--- src/rtl/interval_pkg.sv ---
// Shared types and defaults for the interval meter and its companion generator.
package interval_pkg;

  typedef enum logic [1:0] {
    IDLE    = 2'd0,
    MEASURE = 2'd1,
    STALL   = 2'd2
  } meter_state_t;

  localparam int CLKS_PER_MS_DEFAULT = 100_000;
  localparam int MS_CNT_W            = 16;

endpackage

--- src/rtl/sync_edge.sv ---
// Two-flop synchroniser followed by one history flop; flags both rising and falling edges.
module sync_edge (
  input  logic clk,
  input  logic reset_n,
  input  logic din,
  output logic level,
  output logic edge_pulse
);

  logic s1;
  logic s2;
  logic s3;

  always_ff @(posedge clk or negedge reset_n) begin
    if (!reset_n) begin
      s1 <= 1'b0;
      s2 <= 1'b0;
      s3 <= 1'b0;
    end else begin
      s1 <= din;
      s2 <= s1;
      s3 <= s2;
    end
  end

  assign level      = s3;
  assign edge_pulse = s2 ^ s3;

endmodule

--- src/rtl/interval_meter.sv ---
// Measures whole milliseconds between consecutive toggles of an asynchronous input,
// with a saturating ms counter, one-cycle valid strobe and a stall/timeout flag.
module interval_meter
  import interval_pkg::*;
#(
  parameter int CLKS_PER_MS = CLKS_PER_MS_DEFAULT,
  parameter int CNT_W       = MS_CNT_W,
  parameter int TIMEOUT_MS  = 10_000
) (
  input  logic             clk,
  input  logic             reset_n,
  input  logic             sig_in,
  output logic [CNT_W-1:0] period_ms,
  output logic             valid,
  output logic             timeout,
  output logic             level,
  output meter_state_t     state_dbg
);

  localparam int              CYC_W    = (CLKS_PER_MS > 1) ? $clog2(CLKS_PER_MS) : 1;
  localparam logic [CYC_W-1:0] CYC_LAST = CYC_W'(CLKS_PER_MS - 1);
  localparam logic [CNT_W-1:0] CNT_MAX  = {CNT_W{1'b1}};
  localparam longint          CNT_MAX_L = (longint'(1) << CNT_W) - 1;
  // A timeout at or beyond the saturation value could never be told apart from
  // a saturated count, so it is treated as disabled and reports the saturated value.
  localparam bit              TIMEOUT_EN  = (TIMEOUT_MS != 0) && (longint'(TIMEOUT_MS) < CNT_MAX_L);
  localparam logic [CNT_W-1:0] TIMEOUT_VAL = CNT_W'(TIMEOUT_MS);

  logic             sig_edge;
  logic             sig_level;

  logic [CYC_W-1:0] cyc;
  logic [CNT_W-1:0] ms_cnt;
  logic             tick;
  logic [CNT_W-1:0] ms_inc;
  logic [CNT_W-1:0] latched;
  logic             stall_hit;

  meter_state_t     state;
  meter_state_t     state_d;
  logic [CNT_W-1:0] period_d;
  logic             valid_d;
  logic             timeout_d;

  sync_edge u_sync (
    .clk        (clk),
    .reset_n    (reset_n),
    .din        (sig_in),
    .level      (sig_level),
    .edge_pulse (sig_edge)
  );

  assign tick      = (cyc == CYC_LAST);
  assign ms_inc    = (ms_cnt == CNT_MAX) ? ms_cnt : ms_cnt + CNT_W'(1);
  // An edge landing on a tick still counts the millisecond that just completed.
  assign latched   = tick ? ms_inc : ms_cnt;
  assign stall_hit = TIMEOUT_EN && (ms_cnt == TIMEOUT_VAL);

  // Prescaler and ms counter; an edge re-aligns the millisecond phase to itself.
  always_ff @(posedge clk or negedge reset_n) begin
    if (!reset_n) begin
      cyc    <= '0;
      ms_cnt <= '0;
    end else if (sig_edge) begin
      cyc    <= '0;
      ms_cnt <= '0;
    end else if (tick) begin
      cyc    <= '0;
      ms_cnt <= ms_inc;
    end else begin
      cyc    <= cyc + CYC_W'(1);
    end
  end

  always_ff @(posedge clk or negedge reset_n) begin
    if (!reset_n) begin
      state     <= IDLE;
      period_ms <= '0;
      valid     <= 1'b0;
      timeout   <= 1'b0;
    end else begin
      state     <= state_d;
      period_ms <= period_d;
      valid     <= valid_d;
      timeout   <= timeout_d;
    end
  end

  always_comb begin
    state_d   = state;
    period_d  = period_ms;
    valid_d   = 1'b0;
    timeout_d = timeout;
    unique case (state)
      IDLE: begin
        if (sig_edge) state_d = MEASURE;
      end
      MEASURE: begin
        if (sig_edge) begin
          period_d = latched;
          valid_d  = 1'b1;
        end else if (stall_hit) begin
          state_d   = STALL;
          timeout_d = 1'b1;
        end
      end
      STALL: begin
        // The interval spanning the stall is meaningless, so no measurement here.
        if (sig_edge) begin
          state_d   = MEASURE;
          timeout_d = 1'b0;
        end
      end
      default: begin
        state_d   = IDLE;
        timeout_d = 1'b0;
      end
    endcase
  end

  assign level     = sig_level;
  assign state_dbg = state;

endmodule

--- config.mk ---
export PLATFORM = sky130hd
export DESIGN_NAME = interval_meter
export DESIGN_NICKNAME = d
export VERILOG_FILES = /design/src/rtl/interval_pkg.sv /design/src/rtl/sync_edge.sv /design/src/rtl/interval_meter.sv
export SDC_FILE = /design/constraint.sdc
export NUM_CORES = 1
export LEC_CHECK = 0
export CORE_MARGIN = 5
export CORE_UTILIZATION = 45
export DETAILED_ROUTE_END_ITERATION = 8
export HOLD_SLACK_MARGIN = 0.12
export SYNTH_ARGS = -nofsm -noshare
export SYNTH_HDL_FRONTEND = slang
export SYNTH_SLANG_ARGS = --single-unit
--- constraint.sdc ---
create_clock -name clk -period 3.84 [get_ports clk]
set_input_delay 0.96 -clock clk [delete_from_list [all_inputs] [get_ports clk]]
set_output_delay 0.96 -clock clk [all_outputs]
set_load 0.02 [all_outputs]
==> metrics.yaml <==
grtUsageTotal_pct: 14.9
vdd_ir_drop_max_uv: 207
diodes: 0
grt_pass1_wl_um: 8920
floorplan.initialDensity_pct: 45.5
nets: 284
worstPathRequired_ps: 4010
crit_top_cell: "o21ai_2"
skew_ps: 4.50
tns_ps: 0
clk_latency_ps: 310
crit_family: "simple AND/OR/NAND/NOR gates"
critPathCaptureType: "flop"
cts_resized: 0
cts_hold_buf: 0
yosys-mux-area-fraction_pct: 1.13
vias: 1845
ys_types: 41
dieWidth_um: 86.9
max_slew_margin_pct: 34.8
grt_max_degree: 46
power_density_mw_per_mm2: 326
tightest_slew_ps: 978
synth_edf_count: 0
worstPathBufferInverterCount: 0
syn_area_mm2: 0.00266
rsz0062_at_grt: "no"
gr-total-overflow: 0
setup-violations-final: 0
fin_crit_sh_pct: 64.1
cap_viol_max_count: 0
fp.dieH_um: 86.9
synth_cells: 256
clk_path_buf_depth: 2
io_pins: 24
crit_path_cell_trace: "ha_1 > and4_1 > nand4_1 > or4_1 > o21ai_2 > o21ai_2"
cts_buffers: 5
critPathMaxStageDelay_ps: 720
status: "completed"
yosys_warnings: 0
synth.avg_cell_area_um2: 10.4
place_hpwl_um: 3440
cp_max_fo: 11
viasPerCell: 5.21
post_drt_wl_per_cell_um: 13.8
clock.fmax_mhz: 406
port_buffers: 23
grt_pass1_vias: 1864
dieArea_mm2: 0.00756
yosys.area_share.xor_xnor_pct: 9.21
fin_crit_ps: 2460
drtPass1Iterations: 4
drtIter0Drc: 84
drtAntennaViolNets: 0
cp_slowest_cell: "or4_1"
layout-drive-gt1-share_pct: 8.60
path_class: "flop to flop"
wl_um: 4880
async_flop_share_pct: 100
r2r-start: "cyc[0]"
cts_tree: "built"
fillCellCount: 539
cts_setup_buffers: 0
synth_compound_area_share_pct: 6.53
crit_path_start_kind: "flop"
drcViolationCount: 0
synth_top_family_by_area: "simple AND/OR/NAND/NOR gates"
syn-num-nets: 262
worstPathArrival_ps: 2640
cts_root_buf: "clkbuf_8"
worstSetupStartpoint: "cyc[0]"
maxSlewViolCount: 0
syn2layout_area_growth_pct: 14.1
synthSimpleGateAreaFrac_pct: 26.4
antenna_found_initial: 0
cts_sinks: 56
seq_area_frac_synth_pct: 52.6
clk_pin_slew_ps: 90
placementRows: 28
hp-class: "flop to flop"
holdCritStartpoint: "u_sync.s1"
finish.utilization_pct: 52.0
core_mm2: 0.00585
finalHoldViolations: 0
htreeDepth: 2
leakage_uw: 0.00129
ys_dominant_reg_cell: "dfrtp_1"
synthAdderAreaFrac_pct: 1.41
synth-seq-cells: 56
gp_congestion: 0.836
[worst reg2reg max path, cell delays in order, from the launching register on]
cell     delay [ps]
dfrtp_1         400
ha_1            220
and4_1          270
nand4_1         550
or4_1           720
o21ai_2          90
o21ai_2          70
[flip-flops by register name, summed over array words and instances, names as in the netlist]
name,flops
state_dbg,2
cyc,17
u_sync.level,1
u_sync.s2,1
timeout,1
ms_cnt,16
u_sync.s1,1
period_ms,16
valid,1
[metal layers]
metal  global-route usage (%)  vias to the layer above  part of all wire (%)
met2                     21.7                       35                    43
met3                     3.31                        6                   3.5
li1                         -                      933                     -
met5                        0                        -                     0
met4                     5.52                        0                   1.6
met1                     21.7                      871                    52
[cells in the mapped netlist, types with 2 or more instances]
library cell / n / share of area (%)
nor4_2: 2 / 0.94
nand3_1: 10 / 1.9
and4_1: 4 / 1.3
xor2_1: 15 / 4.9
dfrtp_1: 56 / 53
nor3_1: 8 / 1.5
ha_1: 3 / 1.4
nand2_1: 29 / 4.1
o21ai_1: 3 / 0.56
nand2b_1: 2 / 0.47
o21ai_2: 2 / 0.66
nor4b_2: 3 / 1.7
xnor2_1: 13 / 4.3
mux2i_1: 3 / 1.1
nor2_1: 37 / 5.2
and3_1: 7 / 1.6
clkbuf_1: 7 / 0.99
o21ai_0: 11 / 2.1
nor4b_4: 2 / 1.8
o2111ai_1: 2 / 0.66
nand4_1: 8 / 1.9
inv_1: 6 / 0.85
a21oi_1: 4 / 0.75
nor4_1: 2 / 0.47
[final cells by class]
class                   count  area (um2)  area share [%]
flip-flops and latches     56        1400            46.1
multi-input cells         184        1190            39.1
repair buffers             25         240            7.90
well taps                  75        93.8            3.09
clock buffers               6        82.6            2.72
inverters                   6        22.5           0.741
clock inverters             2        10.0           0.329
[worst paths after layout]
path	end	slack [ps]	cells past startpoint
setup / recovery	period_ms[12]	1380	6
hold / removal	u_sync.s2	350	0
setup reg to reg	period_ms[12]	1380	6
hold reg to reg	u_sync.s2	350	0
max in group asynchronous	period_ms[2]	2300	2
min in group asynchronous	u_sync.s1	800	1
[cell families (layout without fill, tap and decap cells)]
| group | Yosys count | count (layout) |
|---|---|---|
| simple gates | 123 | 123 |
| flops | 56 | 56 |
| xor+xnor | 28 | 28 |
| compound gates | 27 | 27 |
| buf+inv | 16 | 39 |
| fa+ha+maj | 3 | 3 |
| mux | 3 | 3 |
[cells in the final DEF (no fill, tap or decap), types with 3 or more instances in the layout]
cell / netlist / final
ha_1: 3 / 3
nand4_1: 8 / 8
xor2_1: 15 / 15
clkbuf_8: 0 / 6
and4_1: 4 / 4
mux2i_1: 3 / 3
nor2_1: 37 / 37
nand3_1: 10 / 10
a21oi_1: 4 / 4
inv_1: 6 / 6
o21ai_0: 11 / 11
clkdlybuf4s50_1: 0 / 22
o21ai_1: 3 / 3
and3_1: 7 / 7
xnor2_1: 13 / 13
nand2_1: 29 / 29
nor4b_2: 3 / 3
nor3_1: 8 / 8
dfrtp_1: 56 / 56
[report_power, final]
part | total [uW] | switching (uW) | internal [uW]
registers | 604 | 6.63 | 597
clock network | 334 | 189 | 145
logic | 52.2 | 39.6 | 12.6
[per-stage QoR]
step           worst slack [ps]  power (uW)  hold WS, ps  std cells  cell area (um2)
5_1_grt                    1100        1040          383        354             3040
3_5_place_dp               1360         670          336        346             2950
4_1_cts                    1350        1010          359        354             3040
6_report                   1380         990          355        354             3040
2_1_floorplan              1920         644          331        256             2660
3_3_place_gp               1420         671          336        346             2950
No activity file was read; power rests on OpenSTA's default activity.
